$ cat config.mk
export PLATFORM = sky130hd
export DESIGN_NAME = dmac_ch0_ctrl
export DESIGN_NICKNAME = d
export VERILOG_FILES = /design/src/rtl/dmac_pkg.sv /design/src/rtl/dmac_beat_tracker.sv /design/src/rtl/dmac_ch0_ctrl.sv
export SDC_FILE = /design/constraint.sdc
export NUM_CORES = 1
export LEC_CHECK = 0
export CORE_MARGIN = 4
export CORE_UTILIZATION = 36
export CTS_CLUSTER_DIAMETER = 150
export CTS_CLUSTER_SIZE = 40
export DETAILED_ROUTE_END_ITERATION = 10
export GPL_TIMING_DRIVEN = 0
export PLACE_DENSITY = 0.65
export SYNTH_ARGS = -nofsm -noshare
export SYNTH_HDL_FRONTEND = slang
export SYNTH_HIERARCHICAL = 1
export SYNTH_SLANG_ARGS = --single-unit
$ cat constraint.sdc
create_clock -name r_HCLK -period 2.7 [get_ports r_HCLK]
set_input_delay 0.405 -clock r_HCLK [delete_from_list [all_inputs] [get_ports r_HCLK]]
set_output_delay 0.405 -clock r_HCLK [all_outputs]
set_load 0.1 [all_outputs]
$ cat src/rtl/dmac_pkg.sv
// Shared AHB encodings, sequencer state type and burst-size decode for the
// DMAC channel controllers.
package dmac_pkg;

   localparam logic [1:0] HTRANS_IDLE   = 2'b00;
   localparam logic [1:0] HTRANS_NONSEQ = 2'b10;
   localparam logic [1:0] HTRANS_SEQ    = 2'b11;

   localparam logic [1:0] HRESP_OKAY    = 2'b00;
   localparam logic [1:0] HRESP_ERROR   = 2'b01;

   localparam logic [2:0] HSIZE_WORD    = 3'b010;

   typedef enum logic [2:0] {
      ST_IDLE,
      ST_LOAD,
      ST_REQ,
      ST_RD,
      ST_WR,
      ST_DONE,
      ST_ERR
   } state_t;

   // Unused BS codes fall back to single-beat transfers.
   function automatic logic [4:0] bs_to_beats(input logic [2:0] bs);
      logic [4:0] beats;
      case (bs)
         3'd1:    beats = 5'd4;
         3'd2:    beats = 5'd8;
         3'd3:    beats = 5'd16;
         default: beats = 5'd1;
      endcase
      return beats;
   endfunction

endpackage

$ cat src/rtl/dmac_beat_tracker.sv
// Counts address phases issued and data beats completed within one burst;
// flags when the current address/beat is the last one of the burst.
module dmac_beat_tracker #(
   parameter int IDXW = 4
) (
   input  logic            clk,
   input  logic            rst_n,
   input  logic            clear,
   input  logic            addr_inc,
   input  logic            data_inc,
   input  logic [IDXW-1:0] last_idx,
   output logic            addr_last,
   output logic            data_last
);

   logic [IDXW-1:0] issued;
   logic [IDXW-1:0] completed;

   always_ff @(posedge clk or negedge rst_n) begin
      if (!rst_n) begin
         issued    <= '0;
         completed <= '0;
      end else if (clear) begin
         issued    <= '0;
         completed <= '0;
      end else begin
         if (addr_inc) issued    <= issued + IDXW'(1);
         if (data_inc) completed <= completed + IDXW'(1);
      end
   end

   assign addr_last = (issued == last_idx);
   assign data_last = (completed == last_idx);

endmodule

$ cat src/rtl/dmac_ch0_ctrl.sv
// Channel-0 DMA sequencer: read burst into the local buffer, write it back
// out, repeat until the programmed size is exhausted or the bus errors.
module dmac_ch0_ctrl
   import dmac_pkg::*;
#(
   parameter int BUF_DEPTH = 16,
   parameter int IDXW      = 4
) (
   input  logic        r_HCLK,
   input  logic        r_HRESETn,
   input  logic        CHANNEL_enable,
   input  logic [11:0] TS,
   input  logic [2:0]  BS,
   input  logic        sync_grant,
   input  logic        m_HREADY,
   input  logic [1:0]  m_HRESP,
   output logic        m_HBUSREQ,
   output logic [1:0]  m_HTRANS,
   output logic        m_HWRITE,
   output logic [2:0]  m_HSIZE,
   output logic        load_DMAC_C0_Addr,
   output logic        src_addr_inc,
   output logic        dest_addr_inc,
   output logic        src_burst_zero_flag,
   output logic        dest_burst_zero_flag,
   output logic        buffer_zero_flag,
   output logic        buffer_idx_inc,
   output logic        buffer_wr_en,
   output logic        TransferSize_dec_flag,
   output logic        CHANNEL_dis_flag,
   output logic        set_DMACINTR_status,
   output logic        err_flag,
   output logic        busy
);

   localparam logic [9:0] DEPTH_WORDS = 10'(BUF_DEPTH);

   state_t          state;
   logic [9:0]      ts_words;
   logic [9:0]      dec_words;
   logic [9:0]      burst_words;
   logic [9:0]      rem_words;
   logic [IDXW-1:0] last_idx;
   logic            data_phase;
   logic            bus_err;
   logic            addr_accept;
   logic            beat_done;
   logic            start_burst;
   logic            burst_clear;
   logic            addr_last;
   logic            data_last;
   logic            ts_lsb_unused;

   assign ts_words      = TS[11:2];
   assign ts_lsb_unused = ^TS[1:0];
   assign m_HSIZE       = HSIZE_WORD;

   always_comb begin
      dec_words = {5'd0, bs_to_beats(BS)};
      if (dec_words > DEPTH_WORDS) dec_words = DEPTH_WORDS;
      burst_words = (dec_words < ts_words) ? dec_words : ts_words;
   end

   // Beat strobes are qualified by HREADY in the same cycle so the register
   // bank can step addresses in time for the next pipelined address phase.
   assign bus_err     = data_phase && (m_HRESP == HRESP_ERROR);
   assign addr_accept = (m_HTRANS != HTRANS_IDLE) && m_HREADY && !bus_err;
   assign beat_done   = data_phase && m_HREADY && !bus_err;

   assign src_addr_inc          = addr_accept && (state == ST_RD);
   assign dest_addr_inc         = addr_accept && (state == ST_WR);
   assign buffer_wr_en          = beat_done && (state == ST_RD);
   assign buffer_idx_inc        = beat_done;
   assign TransferSize_dec_flag = beat_done && (state == ST_WR);

   assign start_burst = (state == ST_REQ) && CHANNEL_enable && sync_grant;
   assign burst_clear = start_burst || ((state == ST_RD) && beat_done && data_last);

   dmac_beat_tracker #(.IDXW(IDXW)) u_tracker (
      .clk       (r_HCLK),
      .rst_n     (r_HRESETn),
      .clear     (burst_clear),
      .addr_inc  (addr_accept),
      .data_inc  (beat_done),
      .last_idx  (last_idx),
      .addr_last (addr_last),
      .data_last (data_last)
   );

   always_ff @(posedge r_HCLK or negedge r_HRESETn) begin
      if (!r_HRESETn) begin
         state                <= ST_IDLE;
         m_HBUSREQ            <= 1'b0;
         m_HTRANS             <= HTRANS_IDLE;
         m_HWRITE             <= 1'b0;
         load_DMAC_C0_Addr    <= 1'b0;
         src_burst_zero_flag  <= 1'b0;
         dest_burst_zero_flag <= 1'b0;
         buffer_zero_flag     <= 1'b0;
         CHANNEL_dis_flag     <= 1'b0;
         set_DMACINTR_status  <= 1'b0;
         err_flag             <= 1'b0;
         busy                 <= 1'b0;
         data_phase           <= 1'b0;
         last_idx             <= '0;
         rem_words            <= '0;
      end else begin
         load_DMAC_C0_Addr    <= 1'b0;
         src_burst_zero_flag  <= 1'b0;
         dest_burst_zero_flag <= 1'b0;
         buffer_zero_flag     <= 1'b0;
         CHANNEL_dis_flag     <= 1'b0;
         set_DMACINTR_status  <= 1'b0;
         err_flag             <= 1'b0;
         case (state)
            ST_IDLE: begin
               if (CHANNEL_enable) begin
                  busy <= 1'b1;
                  if (ts_words != 10'd0) begin
                     state             <= ST_LOAD;
                     load_DMAC_C0_Addr <= 1'b1;
                  end else begin
                     state               <= ST_DONE;
                     CHANNEL_dis_flag    <= 1'b1;
                     set_DMACINTR_status <= 1'b1;
                  end
               end
            end
            ST_LOAD: begin
               state     <= ST_REQ;
               m_HBUSREQ <= 1'b1;
            end
            ST_REQ: begin
               if (!CHANNEL_enable) begin
                  state     <= ST_IDLE;
                  m_HBUSREQ <= 1'b0;
                  busy      <= 1'b0;
               end else if (sync_grant) begin
                  state               <= ST_RD;
                  last_idx            <= IDXW'(burst_words - 10'd1);
                  rem_words           <= ts_words - burst_words;
                  src_burst_zero_flag <= 1'b1;
                  buffer_zero_flag    <= 1'b1;
                  m_HTRANS            <= HTRANS_NONSEQ;
                  m_HWRITE            <= 1'b0;
                  data_phase          <= 1'b0;
               end
            end
            ST_RD, ST_WR: begin
               if (bus_err) begin
                  state               <= ST_ERR;
                  m_HTRANS            <= HTRANS_IDLE;
                  m_HBUSREQ           <= 1'b0;
                  m_HWRITE            <= 1'b0;
                  data_phase          <= 1'b0;
                  CHANNEL_dis_flag    <= 1'b1;
                  set_DMACINTR_status <= 1'b1;
                  err_flag            <= 1'b1;
               end else begin
                  if (addr_accept) m_HTRANS <= addr_last ? HTRANS_IDLE : HTRANS_SEQ;
                  if (m_HREADY) data_phase <= addr_accept;
                  if (beat_done && data_last) begin
                     data_phase <= 1'b0;
                     if (state == ST_RD) begin
                        state                <= ST_WR;
                        m_HWRITE             <= 1'b1;
                        m_HTRANS             <= HTRANS_NONSEQ;
                        buffer_zero_flag     <= 1'b1;
                        dest_burst_zero_flag <= 1'b1;
                     end else if (rem_words == 10'd0) begin
                        state               <= ST_DONE;
                        m_HBUSREQ           <= 1'b0;
                        m_HWRITE            <= 1'b0;
                        CHANNEL_dis_flag    <= 1'b1;
                        set_DMACINTR_status <= 1'b1;
                     end else begin
                        state    <= ST_REQ;
                        m_HWRITE <= 1'b0;
                     end
                  end
               end
            end
            ST_DONE, ST_ERR: begin
               state <= ST_IDLE;
               busy  <= 1'b0;
            end
            default: state <= ST_IDLE;
         endcase
      end
   end

endmodule
==> results of run 1 <==
-- cells in the final DEF (no fill, tap or decap), types with 4 or more instances in the layout --
master | Yosys | routed
clkbuf_8 | 0 | 5
xnor2_1 | 5 | 5
inv_1 | 15 | 12
a21oi_1 | 7 | 4
o21ai_0 | 8 | 7
xor2_1 | 15 | 15
buf_4 | 4 | 21
mux2i_1 | 7 | 5
o22ai_1 | 4 | 4
o21ai_1 | 18 | 16
nor2_1 | 28 | 28
mux2_1 | 4 | 4
clkdlybuf4s50_1 | 0 | 18
nand3_1 | 5 | 4
a31oi_1 | 4 | 4
clkdlybuf4s15_2 | 0 | 4
ha_4 | 0 | 5
nand2b_1 | 6 | 6
dlygate4sd2_1 | 0 | 6
nand2_1 | 34 | 32
o21ai_2 | 1 | 4
ha_1 | 11 | 6
buf_2 | 4 | 4
nor4_1 | 6 | 5
dfrtp_1 | 37 | 37
clkbuf_1 | 5 | 5
-- path summary, 6_finish.rpt --
| kind | startpoint | to | slack (ps) | cells past startpoint |
|---|---|---|---|---|
| hold reg to reg | busy | busy | 480 | 2 |
| max in group asynchronous | r_HRESETn | rem_words[5] | 1980 | 1 |
| min in group r_HCLK | busy | busy | 480 | 2 |
| setup / recovery | BS[0] | rem_words[7] | 1 | 13 |
| hold / removal | r_HRESETn | m_HBUSREQ | 200 | 1 |
| setup reg to reg | last_idx[1] | u_tracker/issued[3] | 200 | 11 |
-- what timing repair did --
item / CTS / global route
endpoints found under the setup margin: 15 / 10
pin swaps: 17 / 14
cloned: 0 / 0
setup buffers: 10 / 7
resized for setup: 55 / 16
-- registers in the layout, summed over array words and instances (netlist names) --
| register | count |
|---|---|
| buffer_zero_flag | 1 |
| busy | 1 |
| data_phase | 1 |
| dest_burst_zero_flag | 1 |
| err_flag | 1 |
| last_idx | 4 |
| load_DMAC_C0_Addr | 1 |
| m_HBUSREQ | 1 |
| m_HTRANS | 2 |
| m_HWRITE | 1 |
| rem_words | 10 |
| set_DMACINTR_status | 1 |
| src_burst_zero_flag | 1 |
| state | 3 |
| u_tracker/completed | 4 |
| u_tracker/issued | 4 |
-- cell families (layout without fill, tap and decap cells) --
kind of cell / after synthesis / count (layout) / share of synthesized area [%]
and+or+nand+nor: 102 / 102 / 20.38
AOI/OAI and AO/OA: 62 / 62 / 18.32
DFF: 37 / 37 / 38.09
buffers and inverters: 29 / 89 / 5.301
xor gates and xnor gates: 20 / 20 / 7.205
adders and majority gates: 11 / 11 / 5.661
muxes: 11 / 11 / 4.735
other: 2 / 3 / 0.3089
-- power by group through the flow --
| stage | Clock (mW) | Combinational, mW | Sequential, mW |
|---|---|---|---|
| after floorplan | 0 | 0.781 | 1.24 |
| after global placement | 0 | 1.39 | 0.947 |
| after detailed placement | 0 | 1.41 | 0.957 |
| after CTS | 0.586 | 1.44 | 0.945 |
| after global routing | 0.603 | 1.61 | 0.974 |
| final | 0.567 | 1.47 | 0.944 |
-- layout make-up --
class	count	share of cell area, %
multi-input cells	209	47.24
plain buffers	14	2.253
well taps	77	2.891
inverters	15	1.690
clock buffers	5	2.065
flip-flops and latches	37	27.79
repair buffers	52	14.12
clock inverters	3	1.953
-- stage by stage --
step | setup WS [ps] | hold slack (ps)
2_1_floorplan | -318.9 | 109.4
3_3_place_gp | -964.4 | 464.8
3_5_place_dp | -991.0 | 467.6
4_1_cts | -45.73 | 228.5
5_1_grt | -85.50 | 275.4
6_report | 1.405 | 199.5
-- critical path, stage by stage --
cell and delay, ps:
buf_8 100, nor3b_4 270, ha_4 250, and4b_1 210, o31a_1 120, o21a_4 260, mux2i_4 200, ha_4 300
nand2_2 60, o221a_4 260, o211ai_2 160, xor2_1 190, o21ai_1 70
-- metal layers --
metal	routed length [um]	global-route usage, %
met3	301	2.838
met1	2592	17.77
met4	90	4.974
met5	0	0
met2	2704	22.78
==> impl_results.md, run 1 <==
- Status: finished clean
- Worst Path Required: approximately 2900 ps
- Max-cap violations: 0
- Worst-path clk slew: around 70 ps
- DP HPWL: roughly 4.1 mm
- Core area: about 6500 um2
- Area of the mapped netlist: between 2000 and 2500 um2
- H-Tree Depth: 2
- Unrepaired setup endpoints after global routing: yes
- Post-synth top area cell: dfrtp_1
- Cell area power density: about 900 nW/um2
- Core Util, Final: between 50% and 60%
- Post-route cell area: around 3300 um2
- IO Port Bufs: 35
- Ys Warns: 6
- Rows: 29
- DR WL/cell: approximately 14 um
- Unique masters post-synth: 54
- Clk sinks: 37
- Post-synth ARST share: 100.0%
- Reg area: around 930 um2
- Switching part of the total power: between 40% and 50%
- Synthesized instance count: about 270
- Minimum clock period: 2699 ps
- Grt ovf: 0
- Wirelength, routed: between 5 and 6 mm
- Final hold vios: 0
- Worst setup path class: in -> reg
- Nets: approximately 370
- Flop and latch count out of synthesis: 37
- VDD IR-drop max: around 0.28 mV
- Maximum buffer depth of the clock tree: 2
- Final period util: 99.95%
- Top cell type's share of synthesized area: between 30% and 40%
- Primary FF master, synth: dfrtp_1
- DIE AREA: roughly 8000 um2
- Worst-Margin Slew: roughly 970 ps
- Antenna cells: 0
- CTS Hold Buffers Added: 0
- Logic pwr share: ~49%
- Initial antenna violation count: 0
- DRT iter0 DRCs: 93
- Post-DP Area: between 2000 and 3000 um2
- Synth Area per Inst: around 8.9 um2
- Cts bufs inserted: 5
- CTS tree: built
- Vias in the first global route: 1993
- ANT nets after route: 0
- Dpl cells: ~390
- Pin count of the biggest net entering global routing: 38
- Die Width: between 90 and 100 um
- Fillers: 590
- Synth top area cells: dfrtp_1 38%, ha_1 5.7%, xor2_1 5.4%
- Internal: 1.661 mW
- Most frequent cell after synthesis: dfrtp_1
- Critical Path AT: between 2000 and 3000 ps
- Root Driver: clkbuf_8
- Layout cells sized above 1: about 24%
- Critical path peak fanout: 4
- P_leak: approximately 1.5 nW
- Post-synth EDFFs: 0
- Residual DRC: 0
- Power Total: ~3.0 mW
- Initial Util: between 30% and 40%
- Vias per inst: between 5 and 6
- Area delta synth->final: 37.06%
- Flop pwr share: between 30% and 40%
- Setup TNS: 0 ps
- Startpoint types: primary input
- I/O pin count: 42
- Setup violations, final: 0
- Final Skew: between 4 and 5 ps
- Switch Pwr: roughly 1.3 mW
- Crit end category: flop
- Slew Limit Headroom: about a third
- First-pass GRT wire length: approximately 9.4 mm
- GRT Overall Usage: roughly 14%
- Final slew viol count: 0
- Max Fclk: around 370 MHz
- Clk_lat worst skew: roughly 290 ps
- DR vias: between 2000 and 2500
- Die Y: ~90 um
- Leading cell types by count after synthesis: 37 x dfrtp_1, 34 x nand2_1, 28 x nor2_1, 18 x o21ai_1
- First-pass DRT Iterations: 4
- Clk pwr share: 19.0%
- Hold Crit Class: in -> async
- Multi-input gate area: ~1600 um2
- Post-synthesis sequential area ratio: 38.09%
- Non-Filler Instances: 412
- Routability cong.: a little over 0.8
No activity file was read; power rests on OpenSTA's default activity.
==> run 2, diff against run 1 <==
CTS_BUF_LIST = sky130_fd_sc_hd__clkbuf_16   (was not set)
DONT_BUFFER_PORTS = 1   (was not set)
PLACE_DENSITY = 0.57   (was 0.65)
==> impl_results.md, run 2 (same netlist as run 1, synthesis figures left out) <==
- Status: finished clean
- IO Port Bufs: 0
- Vias in the first global route: about 2000
- Routability cong.: about 0.79
- DRT iter0 DRCs: between 70 and 80
- Switching part of the total power: 46.15%
- Worst-path clk slew: 50 ps
- Nets: roughly 330
- VDD IR-drop max: about 0.34 mV
- Post-DP Area: ~2600 um2
- Residual DRC: 0
- Layout cells sized above 1: between 20% and 30%
- FF-to-FF End: u_tracker/completed[3]
- Cell area power density: roughly 950 nW/um2
- DR WL/cell: 14.69 um
- Setup slack, reg-to-reg: 200 ps
- DP HPWL: approximately 4 mm
- Power Total: about 2.8 mW
- First-pass GRT wire length: approximately 9.1 mm
- DIE AREA: a little over 8000 um2
- H-Tree Depth: 2
- Most Frequent Cell on Critical Path: ha_4
- Initial Util: 37.64%
- GRT busiest layer: met2
- Max-cap violations: 0
- Logic pwr share: about a third
- Worst Path Required: about 2800 ps
- Hold Worst Slack: around 320 ps
- Critical path peak fanout: 4
- Hold_sp: TS[11]
- I/O pin count: 42
- Hold Crit Class: in -> reg
- Core area: roughly 6500 um2
- Final Skew: ~5.9 ps
- Core Util, Final: 45.82%
- Crit end category: flop
- Post-route cell area: ~3000 um2
- Cts bufs inserted: 5
- Final period util: 97.34%
- Switch Pwr: around 1.3 mW
- Flop pwr share: around 46%
- Final slew viol count: 0
- GR Util met3: under 10%
- Worst-Margin Slew: about 1100 ps
- First-pass DRT Iterations: 5
- P_leak: ~1.3 nW
- Die Width: 90.18 um
- Fillers: 642
- Antenna cells: 0
- Clk pwr share: about a fifth
- Final hold vios: 0
- DR vias: a little under 2000
- Grt ovf: 0
- Biggest register: rem_words
- ANT nets after route: 0
- Wirelength, routed: between 5 and 6 mm
- Maximum buffer depth of the clock tree: 2
- Pin count of the biggest net entering global routing: 38
- Slew Limit Headroom: ~29%
- Die Y: ~90 um
- Clk sinks: 37
- GRT Overall Usage: 13.22%
- Startpoint types: primary input
- Setup violations, final: 0
- Internal: approximately 1.5 mW
- Hold path depth: 2
- Most common cell after layout, fill and taps aside: dfrtp_1
- Clk_lat worst skew: ~270 ps
- Worst r2r src: u_tracker/completed[2]
- Worst R2R Path Depth: 11
- Critical-path top delay cell: a2111oi_4
- Area delta synth->final: 21.72%
- Setup TNS: 0 ps
- Max reg flops: 10
- Root Driver: clkbuf_16
- Max incr delay on CP: about 320 ps
- GRT met2 Usage: 21.28%
- Met1 usage: 16.65%
- Worst setup path class: in -> reg
- Unrepaired setup endpoints after global routing: yes
- Max Fclk: between 300 and 400 MHz
- Commonest cells after routing, fill and taps aside: 35 x dfrtp_1, 33 x nand2_1, 23 x nor2_1, 19 x o21ai_1
- Sink of the worst hold path: rem_words[9]
- CP cell instances: and3b_2, ha_4, nand3_4, a211oi_4, o32a_4, ha_4, inv_2, ha_4, a2111oi_4, o21ai_2, a31oi_1, xnor2_1, o21ai_1
- Minimum clock period: around 2600 ps
- Rows: 29
- CTS tree: built
- Vias per inst: approximately 5.3
- Initial antenna violation count: 0
- Critical Path AT: around 2800 ps
[run 2: changes by cell type in the layout (fill, tap and decap cells not counted), sizes merged]
cell | previous run | this run
dlygate4sd3 | 0 | 1
clkdlybuf4s15 | 4 | 0
clkdlybuf4s50 | 18 | 0
bufinv | 2 | 0
clkbuf | 14 | 11
buf | 29 | 17
inv | 15 | 16
dlygate4sd2 | 6 | 0
clkinv | 1 | 2
[run 2: how the worst max path moves through the flow]
stage | start | end | slack, ps | cells after the start
2_1_floorplan | m_HTRANS[0] | dest_addr_inc | -320 | 3
3_3_place_gp | m_HTRANS[0] | dest_addr_inc | -430 | 3
3_5_place_dp | BS[1] | rem_words[4] | -370 | 13
4_1_cts | m_HTRANS[1] | dest_addr_inc | 4 | 3
5_1_grt | BS[2] | rem_words[8] | -30 | 14
6_report | BS[0] | rem_words[6] | 70 | 13
[run 2: cell type report]
class / count / area (um2) / share of cell area [%]
Clock inverter: 3 / 13.76 / 0.4651
Multi-Input combinational cell: 209 / 1573 / 53.15
Buffer: 14 / 76.32 / 2.579
Sequential cell: 37 / 928.4 / 31.37
Inverter: 15 / 56.30 / 1.903
Timing Repair Buffer: 10 / 90.09 / 3.044
Clock buffer: 5 / 125.1 / 4.228
Tap cell: 77 / 96.34 / 3.256
[run 2: timing repair]
action	CTS	global route
endpoints found under the setup margin	7	11
hold endpoints to repair	37	0
hold buffers	2	0
gates resized for setup	6	18
pin swaps	1	16
gates cloned	0	0
setup buffers	1	7
[run 2: layer usage]
metal  up-vias  routed length (um)
li1        986                   -
met1       934                2517
met2        49                2505
met3         9                 310
met4         0                  99
met5         -                   0
[run 2: stage by stage]
step	cells	worst slack, ps
3_3_place_gp	352	-433.0
2_1_floorplan	275	-318.9
4_1_cts	363	3.880
5_1_grt	370	-30.22
6_report	370	71.72
3_5_place_dp	352	-372.3
[run 2: power by group through the flow]
stage                     Sequential (mW)  Combinational, mW  Clock, mW
after floorplan                      1.24              0.781          0
after global placement               1.29              0.907          0
after detailed placement             1.30              0.928          0
after CTS                            1.29              0.970      0.553
after global routing                 1.32               1.12      0.586
final                                1.29              0.996      0.539
[run 2: critical path: cells and delay by family]
kind,cells,cell delay [ps]
adders and majority gates,3,600
and+or+nand+nor,2,320
buffers and inverters,1,40
AOI/OAI and AO/OA,6,1260
xor gates and xnor gates,1,140
